`config.mk`:
```
export PLATFORM = sky130hd
export DESIGN_NAME = ex_ctrl_stage_flat
export DESIGN_NICKNAME = d
export VERILOG_FILES = /design/src/rtl/ex_ctrl_if.sv /design/src/rtl/ex_ctrl_stage.sv /design/src/flat_wrapper.sv
export SDC_FILE = /design/constraint.sdc
export NUM_CORES = 1
export LEC_CHECK = 0
export ABC_CLOCK_PERIOD_IN_PS = 2250
export BUFFER_PORTS_ARGS = -buffer_cell sky130_fd_sc_hd__buf_2
export CAP_MARGIN = 15
export CORE_AREA = 2 2 67 69
export DETAILED_ROUTE_END_ITERATION = 10
export DIE_AREA = 0 0 69 71
export GPL_ROUTABILITY_DRIVEN = 0
export PLACE_DENSITY = 0.57
export SYNTH_ARGS = -nofsm -noshare
export SYNTH_HDL_FRONTEND = slang
export SYNTH_SLANG_ARGS = --single-unit
```
`constraint.sdc`:
```
create_clock -name clk -period 2.25 [get_ports clk]
set_input_delay 0.225 -clock clk [delete_from_list [all_inputs] [get_ports clk]]
set_output_delay 0.225 -clock clk [all_outputs]
set_load 0.005 [all_outputs]
```
`src/rtl/ex_ctrl_if.sv`:
```
// Decode <-> EX control-stage bus: op handshake, decoded control fields and
// registered EX select outputs. Decode side uses master, EX stage uses slave.
interface ex_ctrl_if #(
  parameter int OP_W      = 3,
  parameter int ALU_CNT_W = 3
);
  logic                 in_valid;
  logic                 in_ready;
  logic [OP_W-1:0]      ex;
  logic [1:0]           jump_t;
  logic                 slt;
  logic                 lui;
  logic                 mc;
  logic                 flush;
  logic                 sign_bit;
  logic                 out_valid;
  logic                 m2_1_cnt;
  logic                 m2_2_cnt;
  logic                 m2_3_cnt;
  logic                 m2_4_cnt;
  logic [1:0]           m4_2_cnt;
  logic [ALU_CNT_W-1:0] alu_cnt;
  logic                 stall;
  logic                 mc_done;
  logic [31:0]          stall_cycles;

  modport master (
    output in_valid, ex, jump_t, slt, lui, mc, flush, sign_bit,
    input  in_ready, out_valid, m2_1_cnt, m2_2_cnt, m2_3_cnt, m2_4_cnt,
           m4_2_cnt, alu_cnt, stall, mc_done, stall_cycles
  );

  modport slave (
    input  in_valid, ex, jump_t, slt, lui, mc, flush, sign_bit,
    output in_ready, out_valid, m2_1_cnt, m2_2_cnt, m2_3_cnt, m2_4_cnt,
           m4_2_cnt, alu_cnt, stall, mc_done, stall_cycles
  );
endinterface

```
`src/rtl/ex_ctrl_stage.sv`:
```
// Execute-stage control: registers the decoded EX control word and sequences
// multi-cycle ops with an upstream stall. Optional macro EX_STALL_PERF_CNT_EN.
module ex_ctrl_stage #(
  parameter int OP_W      = 3,
  parameter int ALU_CNT_W = 3,
  parameter int MC_LAT    = 4,
  parameter int CNT_W     = 8
) (
  input  logic    clk,
  input  logic    rst,
  ex_ctrl_if.slave bus
);

  typedef enum logic [1:0] {S_IDLE, S_BUSY, S_DONE} state_t;

  state_t               r_state, w_state_nxt;
  logic [CNT_W-1:0]     r_cnt, w_cnt_nxt;
  logic                 w_in_ready;
  logic                 w_accept;

  logic                 r_out_valid;
  logic                 r_m2_1;
  logic                 r_m2_2;
  logic                 r_m2_3;
  logic [1:0]           r_m4_2;
  logic [ALU_CNT_W-1:0] r_alu_cnt;

  // Zero-extend or truncate the opcode to the ALU control width.
  function automatic logic [ALU_CNT_W-1:0] fit_alu(input logic [OP_W-1:0] op);
    logic [OP_W+ALU_CNT_W-1:0] wide;
    wide = {{ALU_CNT_W{1'b0}}, op};
    return wide[ALU_CNT_W-1:0];
  endfunction

  function automatic logic [1:0] sel_m4_2(input logic is_slt, input logic is_lui);
    if (is_slt)      return 2'b10;
    else if (is_lui) return 2'b01;
    else             return 2'b00;
  endfunction

  assign w_in_ready = (r_state == S_IDLE);
  assign w_accept   = bus.in_valid & w_in_ready & ~bus.flush;

  // Stage p0 -> p1: sequencer state and latency counter
  always_ff @(posedge clk or negedge rst) begin
    if (!rst) begin
      r_state <= S_IDLE;
      r_cnt   <= '0;
    end else begin
      r_state <= w_state_nxt;
      r_cnt   <= w_cnt_nxt;
    end
  end

  always_comb begin
    w_state_nxt = r_state;
    w_cnt_nxt   = r_cnt;
    if (bus.flush) begin
      w_state_nxt = S_IDLE;
      w_cnt_nxt   = '0;
    end else begin
      case (r_state)
        S_IDLE: begin
          if (w_accept && bus.mc) begin
            w_state_nxt = S_BUSY;
            w_cnt_nxt   = CNT_W'(MC_LAT - 1);
          end
        end
        S_BUSY: begin
          if (r_cnt == '0) w_state_nxt = S_DONE;
          else             w_cnt_nxt   = r_cnt - 1'b1;
        end
        S_DONE:  w_state_nxt = S_IDLE;
        default: w_state_nxt = S_IDLE;
      endcase
    end
  end

  // Stage p0 -> p1: control word; held unchanged while a multi-cycle op runs
  always_ff @(posedge clk or negedge rst) begin
    if (!rst) begin
      r_out_valid <= 1'b0;
      r_m2_1      <= 1'b0;
      r_m2_2      <= 1'b0;
      r_m2_3      <= 1'b0;
      r_m4_2      <= 2'b00;
      r_alu_cnt   <= '0;
    end else if (w_accept) begin
      r_out_valid <= 1'b1;
      r_m2_1      <= (bus.jump_t == 2'b11);
      r_m2_2      <= (bus.jump_t != 2'b01);
      r_m2_3      <= bus.ex[OP_W-1] | (bus.jump_t == 2'b01);
      r_m4_2      <= sel_m4_2(bus.slt, bus.lui);
      r_alu_cnt   <= fit_alu(bus.ex);
    end else if (bus.flush || r_state != S_BUSY) begin
      r_out_valid <= 1'b0;
    end
  end

`ifdef EX_STALL_PERF_CNT_EN
  logic [31:0] r_stall_cycles;

  always_ff @(posedge clk or negedge rst) begin
    if (!rst)                   r_stall_cycles <= '0;
    else if (r_state == S_BUSY) r_stall_cycles <= r_stall_cycles + 32'd1;
  end

  assign bus.stall_cycles = r_stall_cycles;
`else
  assign bus.stall_cycles = 32'd0;
`endif

  assign bus.in_ready  = w_in_ready;
  assign bus.out_valid = r_out_valid;
  assign bus.m2_1_cnt  = r_m2_1;
  assign bus.m2_2_cnt  = r_m2_2;
  assign bus.m2_3_cnt  = r_m2_3;
  assign bus.m2_4_cnt  = bus.sign_bit & r_out_valid;
  assign bus.m4_2_cnt  = r_m4_2;
  assign bus.alu_cnt   = r_alu_cnt;
  assign bus.stall     = (r_state == S_BUSY);
  assign bus.mc_done   = (r_state == S_DONE);

endmodule

```
`src/flat_wrapper.sv`:
```
// flat-port wrapper written by rule: the top's interface ports become plain ports
module ex_ctrl_stage_flat 
#(
  parameter int OP_W      = 3,
  parameter int ALU_CNT_W = 3,
  parameter int MC_LAT    = 4,
  parameter int CNT_W     = 8
)
  (clk, rst, bus_in_valid, bus_ex, bus_jump_t, bus_slt, bus_lui, bus_mc, bus_flush, bus_sign_bit, bus_in_ready, bus_out_valid, bus_m2_1_cnt, bus_m2_2_cnt, bus_m2_3_cnt, bus_m2_4_cnt, bus_m4_2_cnt, bus_alu_cnt, bus_stall, bus_mc_done, bus_stall_cycles);
  ex_ctrl_if #(.OP_W(OP_W), .ALU_CNT_W(ALU_CNT_W)) bus_i ();
  input  logic clk;
  input  logic rst;
  input wire logic [$bits(bus_i.in_valid)-1:0] bus_in_valid;
  input wire logic [$bits(bus_i.ex)-1:0] bus_ex;
  input wire logic [$bits(bus_i.jump_t)-1:0] bus_jump_t;
  input wire logic [$bits(bus_i.slt)-1:0] bus_slt;
  input wire logic [$bits(bus_i.lui)-1:0] bus_lui;
  input wire logic [$bits(bus_i.mc)-1:0] bus_mc;
  input wire logic [$bits(bus_i.flush)-1:0] bus_flush;
  input wire logic [$bits(bus_i.sign_bit)-1:0] bus_sign_bit;
  output wire logic [$bits(bus_i.in_ready)-1:0] bus_in_ready;
  output wire logic [$bits(bus_i.out_valid)-1:0] bus_out_valid;
  output wire logic [$bits(bus_i.m2_1_cnt)-1:0] bus_m2_1_cnt;
  output wire logic [$bits(bus_i.m2_2_cnt)-1:0] bus_m2_2_cnt;
  output wire logic [$bits(bus_i.m2_3_cnt)-1:0] bus_m2_3_cnt;
  output wire logic [$bits(bus_i.m2_4_cnt)-1:0] bus_m2_4_cnt;
  output wire logic [$bits(bus_i.m4_2_cnt)-1:0] bus_m4_2_cnt;
  output wire logic [$bits(bus_i.alu_cnt)-1:0] bus_alu_cnt;
  output wire logic [$bits(bus_i.stall)-1:0] bus_stall;
  output wire logic [$bits(bus_i.mc_done)-1:0] bus_mc_done;
  output wire logic [$bits(bus_i.stall_cycles)-1:0] bus_stall_cycles;
  assign bus_i.in_valid = bus_in_valid;
  assign bus_i.ex = bus_ex;
  assign bus_i.jump_t = bus_jump_t;
  assign bus_i.slt = bus_slt;
  assign bus_i.lui = bus_lui;
  assign bus_i.mc = bus_mc;
  assign bus_i.flush = bus_flush;
  assign bus_i.sign_bit = bus_sign_bit;
  assign bus_in_ready = bus_i.in_ready;
  assign bus_out_valid = bus_i.out_valid;
  assign bus_m2_1_cnt = bus_i.m2_1_cnt;
  assign bus_m2_2_cnt = bus_i.m2_2_cnt;
  assign bus_m2_3_cnt = bus_i.m2_3_cnt;
  assign bus_m2_4_cnt = bus_i.m2_4_cnt;
  assign bus_m4_2_cnt = bus_i.m4_2_cnt;
  assign bus_alu_cnt = bus_i.alu_cnt;
  assign bus_stall = bus_i.stall;
  assign bus_mc_done = bus_i.mc_done;
  assign bus_stall_cycles = bus_i.stall_cycles;
  ex_ctrl_stage #(.OP_W(OP_W), .ALU_CNT_W(ALU_CNT_W), .MC_LAT(MC_LAT), .CNT_W(CNT_W)) u_core (.clk(clk), .rst(rst), .bus(bus_i));
endmodule
```
Word level (Yosys, flattened, before mapping):

Cells that the tools add are included.

* reduce and logical (&&, ||, !) cells: 8
* add/subtract/negate cells: 1
* equality and inequality tests: 9
* shift operators: 0
* $lt $le $gt $ge: 0
* multipliers: 0
* divide/modulo/power cells: 0
* bitwise gates (word level): 5
* multiplexer cells: 12

Operators with widths (number)
* 8-bit 2-to-1 mux: 3
* 8-bit one-hot mux with 2 select lines: 1
* 8-bit zero test: 1
* 2-bit 2-to-1 mux: 4
* 8-bit by 1-bit subtractor with 8-bit output (second input constant): 1
* 3-bit != test (second input constant): 2
* 2-bit by 1-bit == test with 1-bit output (second input constant): 2
* 2-bit == test (second input constant): 2
* 2-bit by 1-bit != test with 1-bit output (second input constant): 2
* 2-bit one-hot mux with 2 select lines: 1
* 1-bit bitwise AND: 3
* 1-bit 2-to-1 mux: 3
* 3-bit by 2-bit != test with 1-bit output (second input constant): 1
* 3-bit AND reduction: 1
* 3-bit nonzero test: 1
* 2-bit zero test: 1
* 2-bit AND reduction: 1
* 2-bit nonzero test: 1
* 1-bit logical AND: 1
* 1-bit logical OR: 1
* 1-bit inverter: 1
* 1-bit OR: 1

* bits in read-only memories: 0
* memories: 0
* word-level logic and storage cells: 43
* input port bits: 13
* bits in writable memories: 0
* bits in registers: 19
* output and inout bits: 45
* bits in latches: 0

Logic depth before layout (Yosys ltp):

* depth in word-level cells: 7
* gate-level depth with buffers: 7
* depth with buffers taken out: 6

Least setup slack after synthesis:

No wires, ideal clock.

* kind: register to register
* from: register u_core.r_cnt[0]
* to: register u_core.r_cnt[7]
* path buffers: 1
* slack: 526 ps
* arrival time: 1646 ps
* data required time: 2172 ps
* cell stages (with the launch flop): 8
* clock period less this slack: 1724 ps
* library setup time: 78 ps
* cell sequence: dfrtp_1 > inv_1 > ha_1 > nor2b_1 > and4_4 > buf_6 > or4_1 > a21oi_1

* word-level cells in the longest chain between the ends: 4
* elaborated cells between the ends (all ways): 7
* those cells by class: add/sub: 1; eq/ne: 1; mux: 3; reduce/logical: 2

Ends and longest elaborated chain
* from (decl): line ex_ctrl_stage.sv:17 `logic [CNT_W-1:0] r_cnt, w_cnt_nxt;`
* from (signal assigned): line ex_ctrl_stage.sv:51 `r_cnt <= w_cnt_nxt;`
* 8-bit by 1-bit subtractor with 8-bit output: line ex_ctrl_stage.sv:71 `else w_cnt_nxt = r_cnt - 1'b1;`
* 8-bit 2-to-1 mux: line ex_ctrl_stage.sv:70 `if (r_cnt == '0) w_state_nxt = S_DONE;`
* 8-bit one-hot mux with 2 select lines: line ex_ctrl_stage.sv:62 `case (r_state)`
* 8-bit 2-to-1 mux: line ex_ctrl_stage.sv:58 `if (bus.flush) begin`

Parallel ways exist; a longest one is shown, timed or not. The select of a mux whose other input is x is not followed.
A chain may end at the register's enable or synchronous reset.

Worst setup path after layout:

* from: register u_core.r_cnt[0]
* to: register u_core.r_cnt[1]

Same word-level chain as after synthesis.

==> impl_metrics.json <==
{
  "status": "completed",
  "fmax_mhz": 564,
  "met3_length_um": 100,
  "core_um2": 4200,
  "io_pins": 58,
  "die_h_um": 71,
  "numCtsBuffers": 3,
  "holdPathEnd": "u_core.bus.alu_cnt[0]",
  "diodes": 0,
  "root_buffer": "clkbuf_8",
  "first_iter_violations": 8,
  "hp-class": "input pin to flop",
  "dp.cells": 202,
  "drc_errors": 0,
  "critPathSlowestCell": "dfrtp_1",
  "synth_cell_type_count": 31,
  "num_rows": 24,
  "worstHoldStart": "bus_ex[0]",
  "syn_area_um2": 1200,
  "r2r_setup_slack_ns": 0.48,
  "ant_nets": 0,
  "grt_pass1_wl_mm": 3.34,
  "hold_depth": 2,
  "wl_met1_um": 877,
  "hold-worst-slack_ns": 0.195,
  "finClkSkew_ns": 0.000826,
  "path_max_fanout": 10,
  "worstPathArrival_ns": 1.92,
  "grt_pass1_vias": 758,
  "dp_hpwl_mm": 1.63,
  "min_period_ns": 1.77,
  "viasPerCell": 4.15,
  "cellPowerDensity_nw_per_um2": 675,
  "stdcell_count": 207,
  "routedWlPerCell_um": 9.89,
  "critical_path_class": "flop to flop",
  "antenna_found_initial": 0,
  "period_share_pct": 78.8,
  "worstSkewPairLatency_ns": 0.26,
  "ff2ff_path_depth": 6,
  "rsz0062_at_grt": "false",
  "yosys_warnings": 0,
  "areaGrowthSynthToFinish_pct": 8.54,
  "grt_overflow": 0,
  "final_nets": 170,
  "die_w_um": 69,
  "routed.top_layer": "met4",
  "path_cells": "inv_1 -> ha_1 -> nor2b_1 -> and4_4 -> or2_1 -> mux2_1",
  "finalSetupViolCount": 0,
  "synth_cells": 128,
  "drt-total-wl_mm": 2.05,
  "critPathCaptureType": "flop",
  "fin_setup_tns_ns": 0,
  "hold_viol_final": 0,
  "clock_path_buffers": 2,
  "peakVddDrop_mv": 0.198,
  "wl_met2_mm": 1.01,
  "p_leak_nw": 0.645,
  "port_buffers": 25,
  "syn_area_per_cell_um2": 9.38,
  "grt_util_all_layers_pct": 8.61,
  "die_area_um2": 4900,
  "drv_cap": 0,
  "clk_pin_slew_ns": 0.07,
  "r2r_end": "u_core.r_cnt[1]",
  "grt_max_degree": 20,
  "dr.pass1.iters": 4,
  "clkSinkCount": 19,
  "final_core_util_pct": 31.0,
  "initial_utilization_pct": 28.6,
  "htreeDepth": 1,
  "startpoint_type": "flop",
  "cpLargestDelayFamily": "simple AND/OR/NAND/NOR gates",
  "drive_gt1_share_pct": 25.2,
  "cts_tree": "built",
  "final_max_slew_viol_count": 0,
  "critPathMaxStageDelay_ns": 0.42,
  "crit_required_ns": 2.39,
  "crit_buf_inv": 1,
  "via_count": 860,
  "ys_seq_elements": 19,
  "r2r-start": "u_core.r_cnt[0]",
  "seq_area_frac_synth_pct": 39.6
}
routing by layer:
metal | up-vias | GRT usage [%]
met5 | - | 0
met4 | 0 | 6.54
met3 | 4 | 1.57
met2 | 26 | 13.8
met1 | 404 | 10.3
li1 | 426 | -
cell usage in the layout (no fill, tap or decap), drive strengths merged:
cell / n
a2111oi: 1
clkbuf: 3
nor2: 10
nor2b: 4
dfrtp: 19
ha: 1
or3: 4
conb: 32
inv: 4
or4: 1
mux2: 6
nand3: 5
nor3b: 1
nand3b: 1
clkinv: 1
nand2: 2
or2: 1
nand2b: 1
dlygate4sd3: 1
o21ai: 9
nor4b: 1
and4: 1
buf: 26
a21oi: 11
nand4: 2
nor3: 3
or3b: 1
and2: 1
a211o: 1
a21o: 1
per-stage QoR:
| stage | setup slack [ns] | total power, mW | instance area, um2 |
|---|---|---|---|
| after CTS | 0.488 | 0.903 | 1300 |
| after floorplan | 0.526 | 0.614 | 1320 |
| after global placement | 0.541 | 0.651 | 1250 |
| after global routing | 0.350 | 0.948 | 1300 |
| final | 0.478 | 0.880 | 1300 |
| after detailed placement | 0.508 | 0.652 | 1250 |
logic make-up after synthesis:
family,synth area share (%)
mux,5.62
compound gates,10.4
simple gates,19.5
other cells,0.312
buf+inv,23.5
flops,39.6
fa+ha+maj,1.04
worst max-delay path by stage:
stage,end,cells past startpoint,startpoint
final,u_core.r_cnt[1],6,u_core.r_cnt[0]
after global routing,u_core.r_cnt[1],6,u_core.r_cnt[0]
after CTS,u_core.r_cnt[1],6,u_core.r_cnt[0]
after detailed placement,u_core.r_cnt[1],6,u_core.r_cnt[0]
after global placement,u_core.r_cnt[0],6,u_core.r_cnt[0]
after floorplan,u_core.r_cnt[7],7,u_core.r_cnt[0]
flip-flops by register name, indices dropped and copies added (netlist names):
| name | flops |
|---|---|
| u_core.r_cnt | 8 |
| u_core.bus.alu_cnt | 3 |
| u_core.bus.m4_2_cnt | 2 |
| u_core.r_state | 2 |
| u_core.bus.m2_1_cnt | 1 |
| u_core.bus.m2_2_cnt | 1 |
| u_core.bus.m2_3_cnt | 1 |
| u_core.bus.out_valid | 1 |
power by group:
part	leakage (nW)	internal, mW	switching [mW]
combinational	0.379	0.101	0.113
clock	0.0255	0.123	0.114
sequential	0.240	0.390	0.0387
total	0.645	0.615	0.265
cell type report:
type                    instances  area [um2]
clock buffers                   3        41.3
multi-input cells             101         559
clock inverters                 1        5.00
flip-flops and latches         19         475
well taps                      52        65.1
repair buffers                 27         143
fillers                       446        2900
inverters                       4        15.0
cell usage after synthesis (all sizes together):
cell     count  share of area (%)
buf         35                 22
dfrtp       19                 40
a21oi       11                4.6
nor2        10                3.1
o21ai        9                3.7
mux2         6                5.6
nand3        5                2.1
inv          4                1.2
nor2b        4                2.1
or3          4                2.1
nor3         3                1.7
nand2        2               0.63
nand4        2                1.0
a2111oi      1               0.73
a211o        1               0.73
a21o         1               0.63
and2         1               0.52
and4         1               0.94
conb         1               0.31
ha           1                1.0
nand2b       1               0.52
nand3b       1               0.63
nor3b        1                1.0
nor4b        1                1.2
or2          1               0.52
or3b         1               0.73
or4          1               0.63
what timing repair did:
| action | CTS | global route |
|---|---|---|
| endpoints found under the setup margin | 0 | 0 |
| gates resized for setup | 0 | 0 |
| setup buffers | 0 | 0 |
| hold buffers | 1 | 0 |
| endpoints found under the hold margin | 19 | 0 |
Note: power is estimated with default switching activity, not from simulation.
